`src/rtl/reaction_timer_param.sv`:
```
// rtl/reaction_timer_param.sv - parametrised reaction timer: random pre-delay, N-digit BCD result, false-start detect
// Optional best-time register and display enabled by defining BEST_TIME_EN.
module reaction_timer_param #(
  parameter int DIV       = 50000,
  parameter int NDIGITS   = 3,
  parameter int MIN_DELAY = 1000,
  parameter int RAND_BITS = 11
) (
  input  logic                 Clock,
  input  logic                 Resetn,
  input  logic                 Startn,
  input  logic                 Pushn,
  input  logic                 ShowBest,
  output logic                 LEDn,
  output logic                 Foul,
  output logic                 Overflow,
  output logic                 NewBest,
  output logic [4*NDIGITS-1:0] BCD,
  output logic [7*NDIGITS-1:0] Segs
);

  localparam int CW = (DIV > 1) ? $clog2(DIV) : 1;
  localparam int DW = $clog2(MIN_DELAY + (1 << RAND_BITS)) + 1;
  localparam int BW = 4 * NDIGITS;
  localparam logic [BW-1:0] ALL_NINES = {NDIGITS{4'h9}};
  localparam logic [6:0]    SEG_DASH  = 7'b1111110;

  typedef enum logic [2:0] {IDLE, DELAY, GO, SHOW, FOUL} state_t;

  state_t        state;
  logic [2:0]    start_sync;
  logic [2:0]    push_sync;
  logic          start_evt;
  logic          push_evt;
  logic [CW-1:0] tick_cnt;
  logic          tick;
  logic [15:0]   lfsr;
  logic [DW-1:0] dly;
  logic [BW-1:0] result;
  logic [BW-1:0] disp;

  function automatic logic [BW-1:0] bcd_inc(input logic [BW-1:0] v);
    logic [BW-1:0] r;
    logic          carry;
    r     = v;
    carry = 1'b1;
    for (int i = 0; i < NDIGITS; i++) begin
      if (carry) begin
        if (v[4*i +: 4] == 4'd9) begin
          r[4*i +: 4] = 4'd0;
        end else begin
          r[4*i +: 4] = v[4*i +: 4] + 4'd1;
          carry       = 1'b0;
        end
      end
    end
    return r;
  endfunction

  // Active-low, a = bit 6 .. g = bit 0; non-BCD nibbles blank.
  function automatic logic [6:0] seg7(input logic [3:0] d);
    case (d)
      4'd0:    return 7'b0000001;
      4'd1:    return 7'b1001111;
      4'd2:    return 7'b0010010;
      4'd3:    return 7'b0000110;
      4'd4:    return 7'b1001100;
      4'd5:    return 7'b0100100;
      4'd6:    return 7'b0100000;
      4'd7:    return 7'b0001111;
      4'd8:    return 7'b0000000;
      4'd9:    return 7'b0000100;
      default: return 7'b1111111;
    endcase
  endfunction

  // Bit 0 is the metastability flop; events fire on the falling edge seen between bits 1 and 2.
  always_ff @(posedge Clock or negedge Resetn) begin
    if (!Resetn) begin
      start_sync <= 3'b111;
      push_sync  <= 3'b111;
    end else begin
      start_sync <= {start_sync[1:0], Startn};
      push_sync  <= {push_sync[1:0], Pushn};
    end
  end

  assign start_evt = start_sync[2] & ~start_sync[1];
  assign push_evt  = push_sync[2] & ~push_sync[1];

  assign tick = (tick_cnt == CW'(DIV - 1));

  always_ff @(posedge Clock or negedge Resetn) begin
    if (!Resetn) begin
      tick_cnt <= '0;
      lfsr     <= 16'hACE1;
    end else begin
      tick_cnt <= tick ? '0 : tick_cnt + CW'(1);
      lfsr     <= {lfsr[14:0], lfsr[15] ^ lfsr[13] ^ lfsr[12] ^ lfsr[10]};
    end
  end

  always_ff @(posedge Clock or negedge Resetn) begin
    if (!Resetn) begin
      state    <= IDLE;
      dly      <= '0;
      result   <= '0;
      LEDn     <= 1'b1;
      Foul     <= 1'b0;
      Overflow <= 1'b0;
    end else begin
      case (state)
        IDLE, SHOW, FOUL: begin
          if (start_evt) begin
            state    <= DELAY;
            dly      <= DW'(MIN_DELAY) + DW'(lfsr[RAND_BITS-1:0]);
            result   <= '0;
            Overflow <= 1'b0;
            Foul     <= 1'b0;
          end
        end
        DELAY: begin
          if (push_evt) begin
            state <= FOUL;
            Foul  <= 1'b1;
          end else if (tick) begin
            if (dly == DW'(1)) begin
              state <= GO;
              LEDn  <= 1'b0;
            end else begin
              dly <= dly - DW'(1);
            end
          end
        end
        GO: begin
          // A push wins over a same-cycle tick so the shown result is the one the player saw.
          if (push_evt) begin
            state <= SHOW;
            LEDn  <= 1'b1;
          end else if (tick) begin
            if (result == ALL_NINES) begin
              state    <= SHOW;
              LEDn     <= 1'b1;
              Overflow <= 1'b1;
            end else begin
              result <= bcd_inc(result);
            end
          end
        end
        default: state <= IDLE;
      endcase
    end
  end

`ifdef BEST_TIME_EN
  logic [BW-1:0] best;

  always_ff @(posedge Clock or negedge Resetn) begin
    if (!Resetn) begin
      best    <= ALL_NINES;
      NewBest <= 1'b0;
    end else begin
      NewBest <= 1'b0;
      if (state == GO && push_evt && result < best) begin
        best    <= result;
        NewBest <= 1'b1;
      end
    end
  end

  assign disp = (ShowBest && state != FOUL) ? best : result;
`else
  logic unused_showbest;
  assign unused_showbest = ShowBest;
  assign NewBest         = 1'b0;
  assign disp            = result;
`endif

  assign BCD = result;

  for (genvar i = 0; i < NDIGITS; i++) begin : g_seg
    assign Segs[7*i +: 7] = (state == FOUL) ? SEG_DASH : seg7(disp[4*i +: 4]);
  end

endmodule

```
`config.mk`:
```
export PLATFORM = sky130hd
export DESIGN_NAME = reaction_timer_param
export DESIGN_NICKNAME = d
export VERILOG_FILES = /design/src/rtl/reaction_timer_param.sv
export SDC_FILE = /design/constraint.sdc
export NUM_CORES = 1
export LEC_CHECK = 0
export ABC_CLOCK_PERIOD_IN_PS = 4880
export CORE_ASPECT_RATIO = 1.5
export CORE_MARGIN = 2
export CORE_UTILIZATION = 50
export DETAILED_ROUTE_END_ITERATION = 6
export GPL_ROUTABILITY_DRIVEN = 0
export PLACE_DENSITY_LB_ADDON = 0.3
export SYNTH_ARGS = -nofsm -noshare
export SYNTH_HDL_FRONTEND = slang
export SYNTH_SLANG_ARGS = --single-unit
```
`constraint.sdc`:
```
create_clock -name Clock -period 4.88 [get_ports Clock]
set_input_delay 0.976 -clock Clock [delete_from_list [all_inputs] [get_ports Clock]]
set_output_delay 0.976 -clock Clock [all_outputs]
set_load 0.01 [all_outputs]
```
# [Yosys cells after proc, flatten, opt, wreduce, memory -nomap -nowiden]
# Memory sizes are Yosys's and may differ from the RTL's.
# Cells that the tools add are included.
[classes] n_addsub=6 eq_ne=26 muxes=50 n_bitwise=7 n_reduce_logical=13
[op_table] op="$mux 13" n=4
[op_table] op="$mux 12" n=4
[op_table] op="$pmux 13 s2" n=1
[op_table] op="$ne 2x2->1 const B" n=12
[op_table] op="$pmux 12 s2" n=1
[op_table] op="$mux 3" n=7
[op_table] op="$mux 7" n=3
[op_table] op="$mux 1" n=20
[op_table] op="$mux 4" n=5
[op_table] op="$reduce_and 5->1" n=4
[op_table] op="$reduce_and 6->1" n=3
[op_table] op="$add 16x1->16 const B" n=1
[op_table] op="$eq 16x16->1 const B" n=1
[op_table] op="$mux 16" n=1
[op_table] op="$eq 13x1->1 const B" n=1
[op_table] op="$sub 13x1->13 const B" n=1
[op_table] op="$add 10x11->12 const A" n=1
[op_table] op="$add 4x1->4 const B" n=3
[op_table] op="$eq 12x12->1 const B" n=1
[op_table] op="$eq 4x4->1 const B" n=3
[op_table] op="$ne 3x3->1 const B" n=4
[op_table] op="$pmux 3 s3" n=1
[op_table] op="$eq 3x2->1 const B" n=2
[op_table] op="$pmux 1 s2" n=3
[op_table] op="9 further kinds" n=15
[word_totals] register_bits=69 romBits=336 in_bits=5 output_inout_bits=37 word_cells=117 n_memories=3
[memory_table] name="(no name shown)" depth=16 width=7 rd=1 rd_clocked_by_memory_dff=0 wr=0 line="62" rtl="case (d)"
[memory_table] name="(no name shown)" depth=16 width=7 rd=1 rd_clocked_by_memory_dff=0 wr=0 line="62"
[memory_table] name="(no name shown)" depth=16 width=7 rd=1 rd_clocked_by_memory_dff=0 wr=0 line="62"

# [Logic depth before layout (Yosys ltp)]
# Gate-level depths: netlist (run 1).
[logic_depth] word_depth=16 mapped_depth=9 mapped_depth_nobuf=7

# [Worst setup path after synthesis (run 1)]
# Ideal clock, no wire load.
[synth_path] path_kind="register -> register" startpoint="reg dly[1]" endpoint="reg state[1]" setup_ns=0.126 t_arrival_ns=2.227 required_ns=4.754 slack_ns=2.527 path_stages_with_launch=9 n_path_buf=1 period_less_slack_ns=2.353 cell_sequence="dfrtp_1 > inv_1 > ha_1 > or4b_1 > or3_1 > buf_6 > a32oi_2 > o211ai_2 > a221o_1"
[synth_between] elab_chain_cells=3
[synth_lines] item="start, declared" line="38" rtl="logic [DW-1:0] dly;"
[synth_lines] item="start signal, assigned" line="116" rtl="dly <= DW'(MIN_DELAY) + DW'(lfsr[RAND_BITS-1:0]);"
[synth_lines] item="start signal, assigned" line="131" rtl="dly <= dly - DW'(1);"
[synth_lines] item="$eq 13x1->1" line="127" rtl="if (dly == DW'(1)) begin"
[synth_lines] item="$ne 3x3->1 (no line)"
[synth_lines] item="$reduce_and 5->1 (no line)"
[synth_lines] item="end signal, assigned" line="124" rtl="state <= FOUL;"
[synth_lines] item="end signal, assigned" line="128" rtl="state <= GO;"
[synth_lines] item="end signal, assigned" line="138" rtl="state <= SHOW;"
[synth_lines] item="end, declared" line="30" rtl="state_t state;"
# No other way between the ends.
# A chain may end at the register's enable or synchronous reset.

# [Worst setup path in the final report (run 1)]
[layout_path] startpoint="reg result[9], in the netlist BCD[9]" endpoint="out Segs[17]"
[layout_between] elab_chain_cells=2
[layout_lines] item="start, declared" line="39" rtl="logic [BW-1:0] result;"
[layout_lines] item="start signal, assigned" line="146" rtl="result <= bcd_inc(result);"
[layout_lines] item="$mem_v2 16x7"
[layout_lines] item="$mux 7" line="182" rtl="assign Segs[7*i +: 7] = (state == FOUL) ? SEG_DASH : seg7(disp[4*i +: 4]);"
[layout_lines] item="end, declared" line="19" rtl="output logic [7*NDIGITS-1:0] Segs"
# No other way between the ends.

==> results.yml, run 1 <==
worst_setup_path:
  criticalPathCategory: "flop to output port"
  cp_max_fo: 7
  r2r_slack_ps: 2270
  worstPathArrival_ps: 2220
  worst_setup_path_end_kind: "output port"
  r2r-start: "dly[1]$_DFFE_PN0P_"
  crit_start: "BCD[9]$_DFFE_PN0P_"
  cp-start-kind: "flop"
  cp_data_required_time_ps: 3900
floorplan:
  core_um2: 7908
  io_pins: 42
  rows: 40
  die_y_um: 114.1
  start_util_pct: 51.11
  die_w_um: 77.41
  die_area_um2: 8833
logic_synthesis:
  ys.flop_type: "dfrtp_1"
  syn_area_um2: 4041
  synth_area_leaders: "dfrtp_1 33%, dfstp_2 9.8%, ha_1 5.9%"
  async_flop_share_pct: 100.0
  synth_cells: 439
  synth.largest_area_cell: "dfrtp_1"
  synth-warning-count: 0
  synth.yosys.seq_area_share_pct: 43.19
  syn_area_per_cell_um2: 9.206
  ys_types: 65
  yosys_register_bits: 69
  synthDominantCellAreaShare_pct: 33.44
  syn_nets: 463
  synth_edf_count: 0
clocking:
  worstSkewPairLatency_ps: 330
  ctsHoldBuffers: 0
  ctsResizeCount: 0
  postCtsSetupRepairBufs: 0
  cts_sinks: 69
  cts-root-buf: "clkbuf_16"
  clk_path_buf_depth: 2
  cts_tree: "built"
  cts_max_level: 3
  numCtsBuffers: 9
  clk_pin_slew_worst_paths_ps: 60
placement:
  pre_cts_ws_ps: 2032
  dpl-instance-area_um2: 4471
  dpl.cell_count: 563
  place_hpwl_um: 6527
  port_buffers: 39
timing:
  setup_slack_ps: 1682
  slew_viol_final: 0
  tns_ps: 0
  rsz0062_at_grt: "no"
  fin_skew_ps: 5.316
  max_freq_mhz: 312.7
  period_minus_slack_ps: 3198
  tightest_slew_ps: 873.7
  fin_crit_sh_pct: 65.53
  max-slew-margin-rel_pct: 41.76
  hold_violations: 0
  setup_viol: 0
grt:
  grt-ovfl-total: 0
  grt_max_degree: 42
  grt_pass1_vias: 3387
  grt_pass1_wl_um: 15170
  grt_use_total_pct: 21.75
  antenna_found_initial: 0
routing:
  vias_per_cell: 5.895
  drtPass1Iterations: 5
  antenna_left: 0
  route.detailed.drc: 0
  wl_per_cell_um: 15.76
  routed_wl_um: 9125
  vias: 3413
  drt_iter0_drc: 233
cells_and_area:
  fin_nets: 493
  num_antenna_cells: 0
  drive_above_1_share_pct: 11.39
  finalInstanceArea_um2: 4798
  finalNonFillerCells: 579
  multiInputGateArea_um2: 2130
  regArea_um2: 1745
  num-fill-cells: 714
  syn_to_final_growth_pct: 18.73
pwr:
  internal-power_mw: 1.380
  max-vdd-ir-drop_mv: 0.3049
  switching_share_pct: 31.98
  leakagePower_nw: 1.965
  pwr-share-comb_pct: 30.4
  clkPwrFrac_pct: 35.0
  finalPower_mw: 2.029
  seqPwrFrac_pct: 34.5
  p_switching_mw: 0.6490
  power_density_nw_per_um2: 422.9
hold_path:
  hp-start: "lfsr[14]$_DFF_PN0_"
  hp-class: "flop to flop"
job:
  maxCapViolations: 0
run_status:
  status: "finished clean"
## metrics by stage
step	utilization [%]	hold WS, ps
6_report	60.68	355.9
5_1_grt	60.68	360.9
4_1_cts	60.68	359.9
3_5_place_dp	56.53	353.5
3_3_place_gp	56.53	335.0
2_1_floorplan	-	333.0
## layout make-up
cell class / count / share of cell area (%)
inverters: 15 / 1.173
clock inverters: 3 / 1.408
well taps: 105 / 2.738
flip-flops and latches: 69 / 36.38
multi-input cells: 332 / 44.38
clock buffers: 13 / 5.424
repair buffers: 42 / 8.501
## synthesized netlist by cell type, drive strengths merged (4+ instances only)
| master | instances |
|---|---|
| ha | 19 |
| nor4 | 10 |
| o22ai | 5 |
| o31ai | 6 |
| clkbuf | 16 |
| o21ai | 34 |
| nand2b | 9 |
| dfrtp | 54 |
| or2 | 5 |
| and3 | 7 |
| nor3 | 14 |
| nand4 | 4 |
| nand3 | 20 |
| o211ai | 8 |
| xor2 | 10 |
| a21oi | 37 |
| dfstp | 15 |
| xnor2 | 12 |
| or4 | 7 |
| nor2 | 35 |
| buf | 7 |
| inv | 15 |
| or3 | 6 |
| nand2 | 35 |
## worst paths after layout
check | endpoint | cells past startpoint
setup / recovery | Segs[17] | 6
hold / removal | lfsr[15]$_DFF_PN1_ | 0
setup reg to reg | state[1]$_DFFE_PN0P_ | 7
hold reg to reg | lfsr[15]$_DFF_PN1_ | 0
max in group asynchronous | start_sync[1]$_DFF_PN1_ | 2
min in group asynchronous | lfsr[14]$_DFF_PN0_ | 1
## registers in the layout (all words and copies together), names as in the netlist, 3 cells and up
| register | flops |
|---|---|
| state | 3 |
| dly | 13 |
| start_sync | 3 |
| push_sync | 3 |
| lfsr | 16 |
| BCD | 12 |
| tick_cnt | 16 |
## cell usage in the layout (no fill, tap or decap), types with 9 or more instances in the layout
master | synthesis | routed
xnor2_1 | 12 | 12
dfstp_2 | 15 | 15
clkdlybuf4s50_1 | 0 | 38
o21ai_0 | 33 | 33
nand2b_1 | 9 | 9
nor2_1 | 35 | 35
inv_1 | 15 | 15
ha_1 | 19 | 19
nor3_1 | 13 | 13
dfrtp_1 | 54 | 54
a21oi_1 | 37 | 37
xor2_1 | 10 | 10
nand3_1 | 20 | 20
clkbuf_16 | 0 | 9
nand2_1 | 35 | 35
## cell families after synthesis
logic type	after synthesis	share of synthesized area (%)
AOI/OAI and AO/OA	113	17.24
and+or+nand+nor	174	23.93
other	1	0.09279
xor gates and xnor gates	22	4.768
buffers and inverters	38	4.117
muxes	3	0.7740
adders and majority gates	19	5.882
DFF	69	43.19
## power groups by stage
stage,Combinational [mW],Sequential (mW),Clock [mW]
final,0.618,0.700,0.711
after global routing,0.677,0.710,0.748
after CTS,0.621,0.698,0.723
after detailed placement,0.618,0.708,0
after global placement,0.604,0.705,0
after floorplan,0.419,0.674,0
## metal layers
metal | vias to the layer above | part of all wire [%] | track usage [%] | wire length, µm
li1 | 1650 | - | - | -
met1 | 1664 | 40 | 23.09 | 3692
met2 | 83 | 54 | 40.46 | 4900
met3 | 16 | 3.7 | 4.811 | 337
met4 | 0 | 2.1 | 10.24 | 194
met5 | - | 0 | 0 | 0
## worst max-delay path: stages (launching register included)
cell and delay, ps:
dfrtp_1 470, inv_1 150, ha_1 210, or2_2 270, a21oi_1 170, o21ai_0 120, clkdlybuf4s50_1 510
Power figures use the tool's default switching activity.
==> run 2, diff against run 1 <==
--- a/config.mk
+++ b/config.mk
@@ -5,7 +5,7 @@
 export SDC_FILE = /design/constraint.sdc
 export NUM_CORES = 1
 export LEC_CHECK = 0
-export ABC_CLOCK_PERIOD_IN_PS = 4880
+export ABC_CLOCK_PERIOD_IN_PS = 2550
 export CORE_ASPECT_RATIO = 1.5
 export CORE_MARGIN = 2
 export CORE_UTILIZATION = 50
==> constraint.sdc (replaced) <==
create_clock -name Clock -period 2.55 [get_ports Clock]
set_input_delay 0.51 -clock Clock [delete_from_list [all_inputs] [get_ports Clock]]
set_output_delay 0.51 -clock Clock [all_outputs]
set_load 0.01 [all_outputs]
==> results.yml, run 2 (synthesis results as in run 1) <==
grt:
  grt_pass1_wl_um: 15590
  antenna_found_initial: 0
  grt_pass1_vias: 3365
  grt-ovfl-total: 0
  grt_max_degree: 35
  grt_use_total_pct: 22.18
routing:
  route.detailed.drc: 0
  drt_iter0_drc: 178
  vias_per_cell: 5.780
  drtPass1Iterations: 5
  vias: 3468
  antenna_left: 0
  wl_per_cell_um: 15.60
  routed_wl_um: 9359
floorplan:
  die_y_um: 114.1
  rows: 40
  io_pins: 42
  core_um2: 7908
  die_area_um2: 8833
  die_w_um: 77.41
  start_util_pct: 51.11
timing:
  tns_ps: 0
  period_minus_slack_ps: 2456
  fin_skew_ps: 7.660
  hold_violations: 0
  rsz0062_at_grt: "no"
  tightest_slew_ps: 688.0
  fin_crit_sh_pct: 96.32
  slew_viol_final: 0
  max_freq_mhz: 407.2
  max-slew-margin-rel_pct: 53.71
  setup_viol: 0
cells_and_area:
  fin_nets: 514
  final_common_cell: "dfrtp_1"
  reg_top3: "lfsr x16, tick_cnt x16, dly x13"
  syn_to_final_growth_pct: 23.44
  drive_above_1_share_pct: 17.17
  mostFrequentLayoutCells: "48 x dfrtp_1, 37 x a21oi_1, 35 x nor2_1, 34 x nand2_1, 33 x o21ai_0"
  finalInstanceArea_um2: 4989
  num_antenna_cells: 0
clocking:
  cts_tree: "built"
  clk_pin_slew_worst_paths_ps: 60
  numCtsBuffers: 9
  cts_sinks: 69
  clk_path_buf_depth: 2
  cts-root-buf: "clkbuf_16"
  cts_max_level: 3
  worstSkewPairLatency_ps: 340
worst_setup_path:
  cp_max_fo: 4
  worst_setup_path_end_kind: "output port"
  cp-start-kind: "flop"
  criticalPathCategory: "flop to output port"
  worstPathArrival_ps: 1950
  r2r-start: "dly[1]$_DFFE_PN0P_"
  r2r_slack_ps: 120
  cp_data_required_time_ps: 2040
  r2r_end: "state[1]$_DFFE_PN0P_"
  reg2reg_depth: 7
pwr:
  max-vdd-ir-drop_mv: 0.6571
  leakagePower_nw: 2.217
  power_density_nw_per_um2: 763.7
placement:
  port_buffers: 39
  place_hpwl_um: 6750
  dpl-instance-area_um2: 4611
hold_path:
  hp-class: "input port to asynchronous set/reset pin"
job:
  maxCapViolations: 0
run_status:
  status: "finished clean"
-- run 2: cell types whose count changed in the layout (fill, tap and decap cells not counted), moves of 2 or more --
cell / change
dfrtp_2: +6
clkdlybuf4s50_1: -12
clkbuf_8: -2
clkbuf_1: -2
dfrtp_1: -6
dlymetal6s2s_1: +10
buf_4: +20
clkinv_4: +3
dlygate4sd2_1: +2
-- run 2: worst max-delay path by stage --
stage                                 from              endpoint  slack [ps]
global placement        dly[1]$_DFFE_PN0P_  state[1]$_DFFE_PN0P_          90
finish                  BCD[4]$_DFFE_PN0P_              Segs[12]          90
CTS                     BCD[0]$_DFFE_PN0P_               Segs[6]           2
detailed placement      dly[1]$_DFFE_PN0P_  state[1]$_DFFE_PN0P_          50
floorplan               dly[1]$_DFFE_PN0P_  state[1]$_DFFE_PN0P_         200
global route        tick_cnt[10]$_DFF_PN0_   dly[12]$_DFFE_PN0P_           2
-- run 2: metal layers --
metal	global-route usage, %	wire (µm)	share of wire [%]
met3	4.101	289	3.1
met2	41.45	5157	55
met5	0	0	0
met1	24.25	3738	40
met4	9.643	174	1.9
-- run 2: power by group --
group          internal, mW  switching (mW)  leakage [nW]  total, mW
Combinational         0.543           0.696          1.21       1.24
Sequential             1.20           0.123         0.862       1.33
Clock                 0.759           0.485         0.142       1.24
Total                  2.51            1.30          2.22       3.81
-- run 2: layout make-up --
class,instances,area [µm²]
clock buffers,9,225.2
clock inverters,7,76.32
fillers,680,2919
inverters,15,56.30
multi-input cells,332,2146
flip-flops and latches,69,1753
well taps,105,131.4
repair buffers,63,600.6
-- run 2: through the flow --
stage                     cells  total power [mW]  setup slack (ps)  utilization [%]  hold slack, ps
after global placement      580             2.553             93.70            58.31           336.3
after floorplan             439             2.091             196.7                -           214.4
final                       600             3.810             93.92            63.09           181.1
after CTS                   598             3.852             1.957            62.37           186.1
after global routing        600             4.012             2.266            63.09           221.9
after detailed placement    580             2.585             54.28            58.31           338.6
-- run 2: worst max-delay path: stages, from the launching register on --
cell	delay (ps)
dfrtp_2	390
inv_1	80
ha_1	330
a21oi_1	70
o21ai_0	170
clkdlybuf4s50_1	560
-- run 2: repair_timing --
item,4_1_cts,5_1_grt
hold buffers,0,0
pin swaps,0,2
gates cloned,0,0
gates resized for setup,7,14
endpoints found under the setup margin,19,24
buffers inserted,2,2
==> run 3, diff against run 2 <==
--- a/config.mk
+++ b/config.mk
@@ -12,6 +12,7 @@
 export DETAILED_ROUTE_END_ITERATION = 6
 export GPL_ROUTABILITY_DRIVEN = 0
 export PLACE_DENSITY_LB_ADDON = 0.3
+export SETUP_SLACK_MARGIN = 0.02
 export SYNTH_ARGS = -nofsm -noshare
 export SYNTH_HDL_FRONTEND = slang
 export SYNTH_SLANG_ARGS = --single-unit
==> results.yml, run 3 (synthesis results as in run 1) <==
cells_and_area:
  drive_above_1_share_pct: 17.17
  finalNonFillerCells: 600
  final_common_cell: "dfrtp_1"
  reg_top3: "lfsr x16, tick_cnt x16, dly x13"
  fin_nets: 514
  syn_to_final_growth_pct: 23.65
  num_antenna_cells: 0
  mostFrequentLayoutCells: "48 x dfrtp_1, 37 x a21oi_1, 35 x nor2_1, 34 x nand2_1, 33 x o21ai_0"
  finalInstanceArea_um2: 4997
routing:
  drtPass1Iterations: 4
  routed_wl_um: 9320
  route.detailed.drc: 0
  wl_per_cell_um: 15.53
  vias_per_cell: 5.782
  vias: 3469
  drt_iter0_drc: 202
  antenna_left: 0
clocking:
  worstSkewPairLatency_ps: 340
  clk_pin_slew_worst_paths_ps: 60
  numCtsBuffers: 9
  cts_max_level: 3
  cts-root-buf: "clkbuf_16"
  cts_tree: "built"
  cts_sinks: 69
  clk_path_buf_depth: 2
timing:
  fin_skew_ps: 9.791
  tightest_slew_ps: 686.7
  max-slew-margin-rel_pct: 53.80
  hold_violations: 0
  fin_crit_sh_pct: 96.21
  period_minus_slack_ps: 2453
  slew_viol_final: 0
  tns_ps: 0
  max_freq_mhz: 407.6
  rsz0062_at_grt: "yes"
  setup_viol: 0
worst_setup_path:
  cp_max_fo: 4
  slowest_stage: "clkdlybuf4s50_1"
  criticalPathCategory: "flop to output port"
  cp_data_required_time_ps: 2040
  worst_setup_path_end_kind: "output port"
  cp_slowest_stage_delay_ps: 560
  worstPathArrival_ps: 1940
  crit_chain: "inv_1 -> ha_1 -> a21oi_1 -> o21ai_0 -> clkdlybuf4s50_1"
  cp-start-kind: "flop"
floorplan:
  start_util_pct: 51.11
  rows: 40
  die_area_um2: 8833
  die_w_um: 77.41
  die_y_um: 114.1
  io_pins: 42
  core_um2: 7908
pwr:
  finalPower_mw: 3.807
  max-vdd-ir-drop_mv: 0.6572
  leakagePower_nw: 2.260
  power_density_nw_per_um2: 761.9
run_status:
  status: "finished clean"
grt:
  grt_pass1_wl_um: 15590
  grt_use_total_pct: 22.18
  grt_pass1_vias: 3365
  antenna_found_initial: 0
  grt-ovfl-total: 0
  grt_max_degree: 35
job:
  maxCapViolations: 0
hold_path:
  hp-class: "input port to asynchronous set/reset pin"
placement:
  port_buffers: 39
  dpl-instance-area_um2: 4611
  place_hpwl_um: 6750
  dpl.cell_count: 580
## run 3: what timing repair did
action                     in CTS  in global routing
resized for setup               8                 17
setup endpoints to repair      19                 27
buffers inserted                2                  2
pin swaps                       0                  3
hold buffers                    0                  0
## run 3: critical path: cells and delay by family (launching register included)
kind            cells  cell delay, ps
buf+inv             2             640
flops               1             390
fa+ha+maj           1             330
compound gates      2             240
## run 3: final timing paths
kind	to	cells after the start	slack [ps]	from
max in group asynchronous	push_sync[1]$_DFF_PN1_	2	1710	Resetn
hold reg to reg	push_sync[1]$_DFF_PN1_	0	360	push_sync[0]$_DFF_PN1_
hold / removal	dly[10]$_DFFE_PN0P_	1	180	Resetn
setup reg to reg	dly[12]$_DFFE_PN0P_	5	130	tick_cnt[10]$_DFF_PN0_
setup / recovery	Segs[12]	5	100	BCD[4]$_DFFE_PN0P_
min in group Clock	push_sync[1]$_DFF_PN1_	0	360	push_sync[0]$_DFF_PN1_
## run 3: layer usage
metal	global-route usage, %	vias to the layer above	wire (µm)
li1	-	1692	-
met1	24.25	1676	3690
met4	9.643	0	198
met3	4.101	19	331
met5	0	-	0
met2	41.45	82	5100
## run 3: where the power goes
part	internal, mW	total [mW]	leakage (nW)	switching [mW]
logic	0.538	1.23	1.26	0.695
clock network	0.759	1.25	0.142	0.488
registers	1.20	1.33	0.862	0.124
total	2.50	3.81	2.26	1.31
## run 3: cell type report
| class | count | area [µm²] |
|---|---|---|
| Fill cell | 682 | 2910 |
| Multi-Input combinational cell | 332 | 2151 |
| Sequential cell | 69 | 1753 |
| Timing Repair Buffer | 63 | 604.3 |
| Clock buffer | 9 | 225.2 |
| Tap cell | 105 | 131.4 |
| Clock inverter | 7 | 76.32 |
| Inverter | 15 | 56.30 |
## run 3: per-stage QoR
stage,util [%],worst slack (ps),hold WS [ps]
2_1_floorplan,-,196.7,214.4
3_3_place_gp,58.31,93.70,336.3
3_5_place_dp,58.31,54.28,338.6
4_1_cts,62.36,29.03,186.1
5_1_grt,63.20,2.236,221.9
6_report,63.20,96.76,178.9
